### config.mk
export PLATFORM = sky130hd
export DESIGN_NAME = if_fetch_queue
export DESIGN_NICKNAME = d
export VERILOG_FILES = /design/src/rtl/if_fetch_queue_pkg.sv /design/src/rtl/fetch_fifo.sv /design/src/rtl/if_fetch_queue.sv
export SDC_FILE = /design/constraint.sdc
export NUM_CORES = 1
export LEC_CHECK = 0
export CAP_MARGIN = 20
export CORE_UTILIZATION = 35
export CTS_BUF_LIST = sky130_fd_sc_hd__clkbuf_2 sky130_fd_sc_hd__clkbuf_4 sky130_fd_sc_hd__clkbuf_8
export CTS_CLUSTER_DIAMETER = 80
export DETAILED_ROUTE_END_ITERATION = 10
export HOLD_SLACK_MARGIN = 0.03
export PLACE_DENSITY = 0.65
export SLEW_MARGIN = 20
export SYNTH_ARGS = -nofsm -noshare
export SYNTH_HDL_FRONTEND = slang
export SYNTH_HIERARCHICAL = 1
export SYNTH_SLANG_ARGS = --single-unit
### constraint.sdc
create_clock -name clk -period 4.1 [get_ports clk]
set_input_delay 0.82 -clock clk [delete_from_list [all_inputs] [get_ports clk]]
set_output_delay 0.82 -clock clk [all_outputs]
set_load 0.02 [all_outputs]
### src/rtl/if_fetch_queue_pkg.sv
// Shared widths and constants for the instruction fetch queue.
package if_fetch_queue_pkg;

  localparam int unsigned InstAddrBus = 32;
  localparam int unsigned InstBus     = 32;
  localparam int unsigned FetchQDepth = 4;

  localparam logic [InstBus-1:0] ZeroWord = '0;

endpackage

### src/rtl/fetch_fifo.sv
// Generic synchronous FIFO with synchronous flush, occupancy count and
// combinational head read.
module fetch_fifo #(
  parameter int unsigned WIDTH = 64,
  parameter int unsigned DEPTH = 4
) (
  input  logic                     clk,
  input  logic                     rst,
  input  logic                     flush,
  input  logic                     push,
  input  logic                     pop,
  input  logic [WIDTH-1:0]         din,
  output logic [WIDTH-1:0]         head,
  output logic [$clog2(DEPTH):0]   count
);

  localparam int unsigned PtrW = $clog2(DEPTH);
  localparam int unsigned CntW = PtrW + 1;

  logic [WIDTH-1:0] mem [DEPTH];
  logic [PtrW-1:0]  wr_ptr;
  logic [PtrW-1:0]  rd_ptr;
  logic             do_push;
  logic             do_pop;

  assign do_push = push && (count != CntW'(DEPTH));
  assign do_pop  = pop && (count != '0);
  assign head    = mem[rd_ptr];

  // Pointers rely on DEPTH being a power of two to wrap naturally.
  always_ff @(posedge clk) begin
    if (rst || flush) begin
      wr_ptr <= '0;
      rd_ptr <= '0;
      count  <= '0;
    end else begin
      if (do_push) wr_ptr <= wr_ptr + PtrW'(1);
      if (do_pop)  rd_ptr <= rd_ptr + PtrW'(1);
      case ({do_push, do_pop})
        2'b10:   count <= count + CntW'(1);
        2'b01:   count <= count - CntW'(1);
        default: count <= count;
      endcase
    end
  end

  // Storage is not reset; the consumer gates the head with count.
  always_ff @(posedge clk) begin
    if (!rst && !flush && do_push) mem[wr_ptr] <= din;
  end

endmodule

### src/rtl/if_fetch_queue.sv
// Fetch address generator for a 1-cycle synchronous instruction memory,
// buffering returned {pc, inst} pairs in a queue toward ID.
module if_fetch_queue
  import if_fetch_queue_pkg::*;
#(
  parameter int unsigned       ADDR_W   = InstAddrBus,
  parameter int unsigned       INST_W   = InstBus,
  parameter int unsigned       DEPTH    = FetchQDepth,
  parameter logic [ADDR_W-1:0] RESET_PC = '0,
  parameter int unsigned       PC_STEP  = 4
) (
  input  logic                   clk,
  input  logic                   rst,
  output logic                   ce,
  output logic [ADDR_W-1:0]      pc,
  input  logic [INST_W-1:0]      rom_inst,
  input  logic                   branch_flag_i,
  input  logic [ADDR_W-1:0]      branch_target_i,
  input  logic                   stall_i,
  output logic                   id_valid,
  output logic [ADDR_W-1:0]      id_pc,
  output logic [INST_W-1:0]      id_inst,
  output logic [$clog2(DEPTH):0] count
);

  localparam int unsigned CntW   = $clog2(DEPTH) + 1;
  localparam int unsigned ResW   = CntW + 1;
  localparam int unsigned EntryW = ADDR_W + INST_W;

  logic              inflight;
  logic [ADDR_W-1:0] inflight_pc;
  logic [ResW-1:0]   reserved;
  logic              issue;
  logic              push;
  logic              pop;
  logic [EntryW-1:0] head;

  // Every outstanding fetch already owns a queue slot, so pushes never overflow.
  assign reserved = ResW'(count) + ResW'(inflight);
  assign issue    = ce && !branch_flag_i && (reserved < ResW'(DEPTH));
  assign push     = inflight && !branch_flag_i;
  assign pop      = id_valid && !stall_i && !branch_flag_i;

  always_ff @(posedge clk) begin
    if (rst) begin
      ce          <= 1'b0;
      pc          <= RESET_PC;
      inflight    <= 1'b0;
      inflight_pc <= '0;
    end else begin
      ce <= 1'b1;
      if (branch_flag_i) begin
        pc       <= branch_target_i;
        inflight <= 1'b0;
      end else begin
        inflight <= issue;
        if (issue) begin
          pc          <= pc + ADDR_W'(PC_STEP);
          inflight_pc <= pc;
        end
      end
    end
  end

  fetch_fifo #(
    .WIDTH (EntryW),
    .DEPTH (DEPTH)
  ) u_fifo (
    .clk   (clk),
    .rst   (rst),
    .flush (branch_flag_i),
    .push  (push),
    .pop   (pop),
    .din   ({inflight_pc, rom_inst}),
    .head  (head),
    .count (count)
  );

  // An empty queue presents a NOP bubble.
  assign id_valid = (count != '0);
  assign id_pc    = id_valid ? head[EntryW-1:INST_W] : ADDR_W'(ZeroWord);
  assign id_inst  = id_valid ? head[INST_W-1:0]      : INST_W'(ZeroWord);

endmodule

==> results of run 1 <==
-- power by group --
group / switching, W / internal, W
logic: 0.000143 / 0.000135
clock network: 0.00128 / 0.00197
registers: 0.0000516 / 0.00363
-- layer usage --
layer	share of wire (%)	vias to the layer above	track usage [%]	wire length (um)
li1	-	3636	-	-
met1	46	3907	21.6	13600
met2	47	255	25.0	14000
met3	5.8	44	3.04	1730
met4	1.4	0	4.11	428
met5	0	-	0	0
-- metrics by stage --
stage	setup slack, ps	hold slack (ps)
after floorplan	956	460
after global placement	928	478
after detailed placement	872	489
after CTS	463	499
after global routing	370	520
final	551	489
-- critical path: stages (launching register included) --
cell,delay (ps)
dfxtp_4,590
buf_12,280
mux4_2,510
and2_1,150
clkdlybuf4s50_1,590
-- registers in the layout, indices dropped and copies added (netlist names), named ones only --
name           cells
ce                 1
inflight           1
inflight_pc       32
pc                32
u_fifo/count       3
u_fifo/mem       256
u_fifo/rd_ptr      2
u_fifo/wr_ptr      2
-- layout make-up --
class,instances,share of cell area (%)
Tap cell,468,3.50
Clock buffer,84,6.13
Inverter,15,0.337
Sequential cell,331,55.0
Clock inverter,17,1.42
Timing Repair Buffer,186,11.4
Multi-Input combinational cell,455,22.2
-- placed cells by master, fill, tap and decap left out, drive strengths merged, types with 3 or more instances in the layout --
cell           netlist  layout
o21ai               14      14
clkdlybuf4s50        0     167
nand3               18      18
inv                 14      15
clkbuf              27      84
and3                11      11
a21oi               57      57
ha                   6       6
mux4                64      64
or3                  4       4
nor2                27      27
clkinv               1      11
o31a                 4       4
o22ai                3       3
nand2               96      96
edfxtp             256     256
mux2                 5       5
nor4                 6       6
nand4               11      11
mux2i                3       3
a31oi               13      13
and4                 3       3
bufinv               0       6
buf                 19      19
dfxtp               75      75
a22oi                4       4
or2                  3       3
xor2                 9       9
o311ai               3       3
nor3                 3       3
xnor2                3       3
and2                67      67
-- cell families after synthesis --
kind of cell | share of synthesized area, %
and+or+nand+nor | 9.91
buffers and inverters | 2.19
adders and majority gates | 0.723
xor gates and xnor gates | 0.799
DFF | 69.8
muxes | 11.6
AOI/OAI and AO/OA | 4.94
-- worst min-delay path by stage --
stage / start / end / slack (ps) / cells past startpoint
6_report: pc[0] / inflight_pc[0] / 490 / 2
2_1_floorplan: inflight_pc[0] / u_fifo/mem[0][32] / 460 / 0
3_5_place_dp: inflight_pc[28] / u_fifo/mem[0][60] / 490 / 0
4_1_cts: inflight_pc[8] / inflight_pc[8] / 500 / 2
5_1_grt: inflight_pc[9] / u_fifo/mem[0][41] / 520 / 0
3_3_place_gp: inflight_pc[28] / u_fifo/mem[2][60] / 480 / 0
==> flow_summary.toml, run 1 <==
[worst_setup_path]
crit_path_end = "id_pc[13]"
crit_fanout = 21
worstSetupStartpointType = "register"
crit_type = "register to output port"
regToRegStartpoint = "u_fifo/count[0]"
required_ps = 3280
end_kind = "output port"
r2r.worst_path.cells = 9
cp.arrival_ps = 2730
regToRegSetupSlack_ps = 1380
rr_endpoint = "u_fifo/count[2]"

[timing]
fin_worst_skew_ps = 20.5
max_freq_mhz = 282
rsz0062_at_grt = "false"
relSlewSlack_pct = 53.6
worst_slew_pin_slew_ps = 695
setup_tns_ps = 0
finalHoldViolCount = 0
finalSetupViolCount = 0
post-route-min-period_ps = 3550
slew_viol_final = 0
post-route-period-util_pct = 86.5

[worst_hold_path]
hold_class = "register to register"

[synthesis]
synth_top_cells_by_count = "256 x edfxtp_1, 96 x nand2_1, 75 x dfxtp_1"
syn_avg_cell_area_sq_um = 15.5
yosys-top-cells-area = "edfxtp_1 58%, dfxtp_1 11%, mux4_2 11%"
ys_seq_elements = 331
synthFlopType = "edfxtp_1"
synth_area_leader_cell = "edfxtp_1"
yosysWarnings = 6
synth_cells = 847
synth-async-reset-ratio_pct = 0
synthesis.area_sq_um = 13200
synth_nets = 922
synth_cell_types = 57
synth_edf_count = 256
yosysMostFrequentCell = "edfxtp_1"
yosysSeqAreaShare_pct = 69.8
synth_top_area_share_pct = 58.4

[power]
p_total_w = 0.00721
vdd_ir_drop_max_v = 0.000224
power.density_nw_per_um2 = 431
power_leakage_nw = 5.60

[layout]
fill_cells = 3276
syn_to_final_growth_pct = 27.0
regArea_sq_um = 9200
post-route-util_pct = 45.4
drive_above_1_share_pct = 19.1
fin_cells = 1556
multi_input_area_sq_um = 3700
antenna_cells = 0
nets = 1119
design_area_sq_um = 16700

[placement]
placed_cell_area_sq_um = 15500
portBuffers = 168
globalplace.congestion = 0.816
dp.cells = 1455
hpwl_um = 18200

[floorplan]
die_h_um = 196
start_util_pct = 35.8
pin_count = 169
core_area_sq_um = 36800
die-area_sq_um = 38400
rows = 70
die_w_um = 196

[clock_network]
ctsResizeCount = 0
cts_buffers = 55
htree_levels = 2
clock_latency_ps = 580
cts_tree = "yes"
post_cts_buffers = 0
cts-root-buf = "clkbuf_8"
clkSlewWorstSetupHoldPaths_ps = 70
cts.sinks = 331
postCtsHoldBufs = 0
clockBufferDepth = 3

[routing]
vias = 7842
post_drt_wl_per_cell_um = 19.2
drc = 0
postRouteAntennaNets = 0
drt_first_pass_iters = 5
vias_per_cell = 5.04
drt_iter0_markers = 457
wl_um = 29800

[grt]
grt_start_max_net_pins = 65
antenna_found_initial = 0
grt_pass1_wl_um = 45900
grt_pass1_vias = 8022
track_usage_pct = 15.6
overflow = 0

[status]
status = "complete, no violations"

[flow_run]
drv_cap = 0
Power figures use the tool's default switching activity.
==> run 2: changes to the inputs <==
- SLEW_MARGIN: 20 -> default
==> results of run 2 <==
The final DEF is identical to that of run 1; final timing and power are the same.
